==> config.mk <==
export PLATFORM = sky130hd
export DESIGN_NAME = fetch_unit
export DESIGN_NICKNAME = d
export VERILOG_FILES = /design/src/rtl/rv32_pkg.sv /design/src/rtl/fetch_fifo.sv /design/src/rtl/fetch_unit.sv
export SDC_FILE = /design/constraint.sdc
export NUM_CORES = 1
export LEC_CHECK = 0
export CAP_MARGIN = 20
export CORE_UTILIZATION = 48
export DETAILED_ROUTE_END_ITERATION = 12
export PLACE_DENSITY = 0.77
export SYNTH_ARGS = -nofsm -noshare
export SYNTH_HDL_FRONTEND = slang
export SYNTH_SLANG_ARGS = --single-unit
==> constraint.sdc <==
create_clock -name clk -period 2.2 [get_ports clk]
set_clock_uncertainty 0.05 [all_clocks]
set_input_delay 0.33 -clock clk [delete_from_list [all_inputs] [get_ports clk]]
set_output_delay 0.33 -clock clk [all_outputs]
set_load 0.05 [all_outputs]
==> src/rtl/rv32_pkg.sv <==
// Shared RV32 definitions for the front end.
//   XLEN / ILEN    : data and instruction widths
//   RESET_VECTOR   : default first fetch address
//   fetch_entry_t  : {pc, instr} pair carried through the fetch buffers
//   align_pc()     : force a PC onto a word boundary
package rv32_pkg;

    localparam int XLEN = 32;
    localparam int ILEN = 32;
    localparam logic [XLEN-1:0] RESET_VECTOR = 32'h0000_0000;

    typedef struct packed {
        logic [XLEN-1:0] pc;
        logic [ILEN-1:0] instr;
    } fetch_entry_t;

    function automatic logic [XLEN-1:0] align_pc(input logic [XLEN-1:0] a);
        return {a[XLEN-1:2], 2'b00};
    endfunction

endpackage

==> src/rtl/fetch_fifo.sv <==
// Synchronous FIFO of fetch_entry_t with flush.
//   clk, rst_n  : clock, async active-low reset (storage zeroed)
//   push/data   : write one entry
//   pop         : drop the head entry
//   flush       : empty the FIFO; wins over push and pop
//   head        : current head entry (registered storage, no bypass)
//   count       : number of stored entries (0..DEPTH)
//   full/empty  : status flags
module fetch_fifo
    import rv32_pkg::*;
#(
    parameter int DEPTH = 2,
    localparam int AW = (DEPTH > 1) ? $clog2(DEPTH) : 1,
    localparam int CW = $clog2(DEPTH) + 1
) (
    input  logic         clk,
    input  logic         rst_n,
    input  logic         push,
    input  fetch_entry_t push_data,
    input  logic         pop,
    input  logic         flush,
    output fetch_entry_t head,
    output logic [CW-1:0] count,
    output logic         full,
    output logic         empty
);

    fetch_entry_t   mem [DEPTH];
    logic [AW-1:0]  wr_ptr;
    logic [AW-1:0]  rd_ptr;

    // DEPTH is a power of two, so the pointers wrap naturally.
    always_ff @(posedge clk or negedge rst_n) begin
        if (!rst_n) begin
            wr_ptr <= '0;
            rd_ptr <= '0;
            count  <= '0;
            for (int i = 0; i < DEPTH; i++) mem[i] <= '0;
        end else if (flush) begin
            wr_ptr <= '0;
            rd_ptr <= '0;
            count  <= '0;
        end else begin
            if (push) begin
                mem[wr_ptr] <= push_data;
                wr_ptr      <= wr_ptr + 1'b1;
            end
            if (pop) rd_ptr <= rd_ptr + 1'b1;
            count <= count + CW'(push) - CW'(pop);
        end
    end

    assign head  = mem[rd_ptr];
    assign full  = (count == CW'(DEPTH));
    assign empty = (count == '0);

    // A push into a full FIFO is only safe when the head leaves the same cycle.
    a_no_overflow: assert property (@(posedge clk) disable iff (!rst_n)
        (push && !flush) |-> (!full || pop));
    a_no_underflow: assert property (@(posedge clk) disable iff (!rst_n)
        (pop && !flush) |-> !empty);

endmodule

==> src/rtl/fetch_unit.sv <==
// Instruction fetch stage.
//   clk, rst_n                : clock, async active-low reset
//   imem_req_*                : fetch request (valid/ready, word address)
//   imem_rsp_valid/data       : in-order responses, never back-pressured
//   redirect_valid/pc         : one-cycle control-flow change
//   instr_valid/ready         : handshake to decode
//   instruction, instr_pc     : head of the instruction buffer
// Requests are credit limited: in-flight requests plus buffered words never
// exceed DEPTH, so the buffer can always absorb every response.
module fetch_unit
    import rv32_pkg::*;
#(
    parameter logic [31:0] RESET_PC = RESET_VECTOR,
    parameter int          DEPTH    = 2
) (
    input  logic        clk,
    input  logic        rst_n,
    output logic        imem_req_valid,
    input  logic        imem_req_ready,
    output logic [31:0] imem_req_addr,
    input  logic        imem_rsp_valid,
    input  logic [31:0] imem_rsp_data,
    input  logic        redirect_valid,
    input  logic [31:0] redirect_pc,
    output logic        instr_valid,
    input  logic        instr_ready,
    output logic [31:0] instruction,
    output logic [31:0] instr_pc
);

    localparam int CW = $clog2(DEPTH) + 1;

    logic [31:0]   pc;
    logic          running;
    logic [CW-1:0] drop_cnt;
    logic [CW-1:0] outstanding;
    logic [CW-1:0] buf_count;
    logic [CW:0]   credit_used;
    logic          accept;
    logic          rsp_keep;
    logic          pop;
    fetch_entry_t  tag_in;
    fetch_entry_t  tag_head;
    fetch_entry_t  buf_in;
    fetch_entry_t  buf_head;
    logic          tag_full;
    logic          tag_empty;
    logic          buf_full;
    logic          buf_empty;

    // Credit uses registered counts only; a pop this cycle frees its slot next cycle.
    assign credit_used    = {1'b0, outstanding} + {1'b0, buf_count};
    assign imem_req_valid = running && !redirect_valid && (credit_used < (CW+1)'(DEPTH));
    assign imem_req_addr  = pc;
    assign accept         = imem_req_valid && imem_req_ready;

    // Responses for requests issued before a redirect are swallowed via drop_cnt.
    assign rsp_keep = imem_rsp_valid && !redirect_valid && (drop_cnt == '0);
    assign pop      = instr_valid && instr_ready;

    // `running` holds requests off until the first edge after reset release.
    always_ff @(posedge clk or negedge rst_n) begin
        if (!rst_n) begin
            pc      <= RESET_PC;
            running <= 1'b0;
        end else begin
            running <= 1'b1;
            if (redirect_valid) pc <= align_pc(redirect_pc);
            else if (accept)    pc <= pc + 32'd4;
        end
    end

    // Everything still in flight at a redirect is stale, except that a response
    // landing in the redirect cycle is dropped directly.
    always_ff @(posedge clk or negedge rst_n) begin
        if (!rst_n) begin
            drop_cnt <= '0;
        end else if (redirect_valid) begin
            drop_cnt <= outstanding - CW'(imem_rsp_valid);
        end else if (imem_rsp_valid && (drop_cnt != '0)) begin
            drop_cnt <= drop_cnt - 1'b1;
        end
    end

    // PC tags of in-flight requests; its occupancy is the outstanding count.
    // Every response pops a tag, kept or dropped, so it is never flushed.
    assign tag_in = '{pc: pc, instr: '0};

    fetch_fifo #(.DEPTH(DEPTH)) u_tags (
        .clk       (clk),
        .rst_n     (rst_n),
        .push      (accept),
        .push_data (tag_in),
        .pop       (imem_rsp_valid),
        .flush     (1'b0),
        .head      (tag_head),
        .count     (outstanding),
        .full      (tag_full),
        .empty     (tag_empty)
    );

    assign buf_in = '{pc: tag_head.pc, instr: imem_rsp_data};

    fetch_fifo #(.DEPTH(DEPTH)) u_buf (
        .clk       (clk),
        .rst_n     (rst_n),
        .push      (rsp_keep),
        .push_data (buf_in),
        .pop       (pop),
        .flush     (redirect_valid),
        .head      (buf_head),
        .count     (buf_count),
        .full      (buf_full),
        .empty     (buf_empty)
    );

    assign instr_valid = !buf_empty;
    assign instruction = buf_head.instr;
    assign instr_pc    = buf_head.pc;

    logic unused_bits;
    assign unused_bits = ^{tag_head.instr, redirect_pc[1:0], tag_full, tag_empty, buf_full};

endmodule

# == After elaboration in Yosys (flattened, before gate mapping) ==
# Cells that the tools add are included.
# classes
n_bitwise,5
muxes,21
order_cmp,7
n_reduce_logical,19
addsub,12
# op_table
operator,count
64-bit 2-to-1 mux,8
128-bit bitwise mux,2
64-bit demux with 1-bit select,2
32-bit 2-to-1 mux,2
"32-bit by 3-bit adder with 32-bit output, second input constant",1
2-bit nonzero test,5
1-bit logical AND,9
"2-bit greater-or-equal comparator, second input constant",4
1-bit inverter with 2-bit output,4
2-bit 2-to-1 mux,3
2-bit by 1-bit subtractor with 2-bit output,3
"1-bit adder, second input constant",4
2-bit by 1-bit adder with 2-bit output,2
2-bit zero test,2
"2-bit by 1-bit less-than comparator with 1-bit output, second input constant",2
1-bit 2-to-1 mux,4
2-bit by 2-bit adder with 3-bit output,1
"3-bit by 2-bit less-than comparator with 1-bit output, second input constant",1
1-bit zero test,2
2-bit AND reduction,1
"2-bit by 1-bit subtractor with 2-bit output, second input constant",1
1-bit inverter,1
# word_totals
out_inout_bits,98
elab_cells,81
reg_bits,299
in_bits,70

# == Depth between registers and ports, before layout ==
# logic_depth
depth_word,6
ltp_mapped,9

# == By module ==
# A second synthesis with hierarchy kept.
# unflattened
cells_unflattened,948
area_unflattened_um2,14104.8
# by_module_without_submodules
mod,instances,seq_area_each_um2,cells_each,area_each_um2
fetch_fifo,2,3303.2,360,6058.3
fetch_unit,1,825.8,228,1988.2

# == Least setup slack after synthesis ==
# Ideal clock, no wire load.
# synth_path
path_kind,flip-flop to flip-flop
start,reg u_buf.count[0]
end,reg u_tags.mem[34] in the netlist's numbering
t_required_ns,2.025
n_path_buf,1
setup_time_ns,0.125
path_stages_with_launch,10
path_slack_ns,-1.690
period_less_slack_ns,3.890
arrival_ns,3.716
path_cell_list,dfrtp_1 > inv_1 > nor2_1 > fa_1 > nor4b_1 > nand2_1 > inv_1 > nand2_1 > clkbuf_1 > mux2_2
# synth_via
elab_chain_cells,4
# synth_rtl
element,line_no,rtl
start: declaration,fetch_fifo.sv:23,"output logic [CW-1:0] count,"
start signal: assignment,fetch_fifo.sv:49,count <= count + CW'(push) - CW'(pop);
2-bit by 2-bit adder with 3-bit output,fetch_unit.sv:52,"assign credit_used = {1'b0, outstanding} + {1'b0, buf_count};"
3-bit by 2-bit less-than comparator with 1-bit output,fetch_unit.sv:53,assign imem_req_valid = running && !redirect_valid && (credit_used < (CW+1)'(DEPTH));
1-bit logical AND,fetch_unit.sv:53,
named net imem_req_valid,fetch_unit.sv:18,"output logic imem_req_valid,"
1-bit logical AND,fetch_unit.sv:55,assign accept = imem_req_valid && imem_req_ready;
named net accept,fetch_unit.sv:39,logic accept;
end signal: indexed assignment,fetch_fifo.sv:45,mem[wr_ptr] <= push_data;
end: declaration,fetch_fifo.sv:28,fetch_entry_t mem [DEPTH];
# The timed path passes the listed nets, and every way through them passes these cells.
# A chain may end at the register's enable or synchronous reset.

# == Final worst setup path ==
# layout_path
start,reg u_buf.count[0]
end,out imem_req_valid
# layout_via
elab_chain_cells,3
# layout_rtl
element,line_no
2-bit by 2-bit adder with 3-bit output,fetch_unit.sv:52
3-bit by 2-bit less-than comparator with 1-bit output,fetch_unit.sv:53
1-bit logical AND,fetch_unit.sv:53
end: declaration,fetch_unit.sv:18
# Every way passes these cells.

==> results.json <==
{
  "io_pins": 168,
  "cts_max_level": 1,
  "yosysWarnings": 0,
  "place.gp.congestion": 0.8630,
  "cts_tree": "done",
  "fin_nets": 1132,
  "crit_path_end_kind": "primary output",
  "cp.arrival_ns": 2.19,
  "internal_power_uw": 12720,
  "diodes": 0,
  "cpPeakStageDelay_ns": 0.47,
  "cp_num_buf_inv": 4,
  "port_buffers": 161,
  "holdWs_ns": 0.2969,
  "max_cap_violations": 0,
  "synth_area_leaders": "dfrtp_1, mux2_2, mux2i_1",
  "path_class": "reg2out",
  "cts_made_buffers": 25,
  "clkTransAtPathRegs_ns": 0.06,
  "grt_pass1_wl_mm": 39.05,
  "fin_area_um2": 13800,
  "status": "finished, violations left",
  "synthFlopType": "dfrtp_1",
  "violations": "negative setup slack",
  "synth_most_common_cell": "dfrtp_1",
  "p_seq_share_pct": 31.5,
  "seq_area_frac_synth_pct": 55.43,
  "layout_worst_path_cycle_share_pct": 116.9,
  "cp_max_fo": 3,
  "die-area_um2": 21750,
  "final_max_slew_viol_count": 0,
  "hold_viol_final": 0,
  "finalPower_uw": 21000,
  "worst_ep_required_time_ns": 1.82,
  "area_growth_syn_to_layout_pct": 35.91,
  "startpoint_type": "flip-flop",
  "dpl_cell_area_um2": 12380,
  "dr.pass1.iters": 7,
  "fin_setup_tns_ns": -19.46,
  "synth_common_cells": "dfrtp_1, mux2_2, nand2_1",
  "synth_top_area_share_pct": 55.43,
  "p_sw_uw": 8273,
  "clockBufferDepth": 3,
  "grt_usage_pct": 22.65,
  "grt_max_degree": 64,
  "ir_drop_mv": 0.6593,
  "root_buffer": "clkbuf_16",
  "synthesis.area_um2": 10160,
  "power.clock.fraction_pct": 21.9,
  "netSwitchingFraction_pct": 39.41,
  "grt_pass1_vias": 7521,
  "critical-path-top-delay-family": "buffers and inverters",
  "num_vias": 7332,
  "synth.distinct_cells": 49,
  "drc": 0,
  "combPwrFrac_pct": 46.6,
  "synth_edf_count": 0,
  "power_density_nw_per_um2": 1521,
  "row_count": 52,
  "rsz0062_at_grt": "yes",
  "insertion_delay_ns": 0.52,
  "p_leak_uw": 0.006289,
  "grt_overflow_total": 0,
  "ant_nets": 0,
  "ys_ff_latch": 225,
  "period_needed_ns": 2.571,
  "grt_antenna_before_repair": 0,
  "drt-initial-drc-count": 370,
  "fmax_mhz": 388.9,
  "finalSetupViolCount": 77,
  "worst_pin_slew_ns": 0.5257,
  "synthArstFlopShare_pct": 100.0,
  "finalWirelength_mm": 24.92,
  "path_cells": "inv_2, nor2_4, fa_2, buf_6, nor4b_4, buf_4, buf_12",
  "die_h_um": 147.5,
  "die_x_um": 147.5,
  "via_per_inst": 5.459,
  "synth_area_leader_cell": "dfrtp_1",
  "pre_cts_ws_ns": -0.2751,
  "start_util_pct": 49.56,
  "dp_hpwl_mm": 15.86,
  "min_path_type": "in2async",
  "slew_headroom_pct": 65.09,
  "clock-sinks": 225,
  "synthCells": 836,
  "post_drt_wl_per_cell_um": 18.55,
  "coreArea_um2": 20490,
  "drive_gt1_share_pct": 38.40,
  "avgSynthCellArea_um2": 12.15,
  "critPathSlowestCell": "fa_2",
  "setup_slack_ns": -0.3712
}
layout by cell type, fill, tap and decap left out, drive strengths merged, types with 6 or more instances in the layout:
| master | netlist | final |
|---|---|---|
| nor4 | 10 | 10 |
| dfrtp | 225 | 225 |
| nor2 | 50 | 50 |
| clkbuf | 34 | 35 |
| mux2 | 186 | 186 |
| ha | 6 | 6 |
| a21oi | 33 | 33 |
| nand2 | 69 | 69 |
| nand4 | 14 | 14 |
| mux2i | 32 | 32 |
| nand3 | 11 | 11 |
| xor2 | 8 | 8 |
| xnor2 | 12 | 12 |
| inv | 10 | 10 |
| dlygate4sd2 | 0 | 27 |
| or4 | 8 | 8 |
| clkdlybuf4s50 | 0 | 69 |
| bufinv | 0 | 6 |
| o31ai | 6 | 6 |
| buf | 21 | 144 |
| clkinv | 1 | 6 |
| a31oi | 9 | 9 |
| o21ai | 45 | 45 |
worst paths after layout:
check | endpoint | slack, ns | cells after the start | start
setup / recovery | imem_req_valid | -0.37 | 7 | u_buf.count[0]$_DFF_PN0_
hold / removal | u_buf.mem[24]$_DFFE_PN0P_ | 0.30 | 2 | rst_n
setup reg to reg | u_tags.mem[109]$_DFFE_PN0P_ | -0.33 | 11 | u_buf.count[0]$_DFF_PN0_
hold reg to reg | u_buf.mem[45]$_DFFE_PN0P_ | 0.43 | 2 | u_buf.mem[45]$_DFFE_PN0P_
max in group asynchronous | u_buf.mem[122]$_DFFE_PN0P_ | 1.11 | 3 | rst_n
min in group clk | imem_req_addr[11]$_DFFE_PN0P_ | 0.32 | 3 | redirect_pc[11]
sequential cells by signal, indices dropped and copies added (netlist names), 2 cells and up:
signal / flops
drop_cnt: 2
u_buf.mem: 124
u_buf.count: 2
imem_req_addr: 30
u_tags.count: 2
u_tags.mem: 60
cells by family (layout without fill, tap and decap cells):
logic type | count (synthesis) | after routing | share of synthesized area (%)
DFF | 225 | 225 | 55.43
muxes | 218 | 218 | 23.77
and+or+nand+nor | 192 | 192 | 9.313
AOI/OAI and AO/OA | 106 | 106 | 6.011
buffers and inverters | 66 | 300 | 2.735
xor gates and xnor gates | 20 | 20 | 1.725
adders and majority gates | 7 | 7 | 0.9362
other | 2 | 5 | 0.07394
worst register-to-register path: cells and delay by family, from the launching register on:
kind	cells	cell delay, ns
adder cells (fa/ha/maj)	1	0.47
multiplexers	1	0.30
AND/OR/NAND/NOR	4	0.55
buffers and inverters	5	0.67
flip-flops	1	0.37
through the flow:
step	std cells	utilization (%)
floorplan	839	-
global placement	1277	60.38
detailed placement	1277	60.38
CTS	1333	66.08
global route	1343	67.36
finish	1343	67.36
what timing repair did:
item,4_1_cts,5_1_grt
pin swaps,5,15
gates resized for setup,51,29
hold buffers,1,0
buffers inserted,4,8
cloned,6,3
setup endpoints to repair,164,139
hold endpoints to repair,58,0
routing by layer:
| layer | share of wire (%) | global-route usage (%) | wire length (um) |
|---|---|---|---|
| met4 | 1.4 | 6.392 | 346 |
| met3 | 5.3 | 3.364 | 1311 |
| met5 | 0 | 0 | 0 |
| met2 | 49 | 38.40 | 12320 |
| met1 | 44 | 30.34 | 10940 |
power groups by stage:
stage / clock network, uW / logic [uW] / registers [uW]
after global routing: 4840 / 10300 / 6800
after CTS: 4670 / 9440 / 6590
final: 4590 / 9790 / 6610
after floorplan: 0 / 6490 / 6530
after global placement: 0 / 9060 / 6550
after detailed placement: 0 / 9210 / 6650
area by class of cell:
cell class                 instances  area (um^2)
timing repair buffer             244         2401
clock buffer                      32        701.9
multi-input combinational        548         4466
fill                            1571         6690
tap                              270        337.8
clock inverter                    13        220.2
sequential                       225         5632
inverter                          11        46.29
Note: power is estimated with default switching activity, not from simulation.
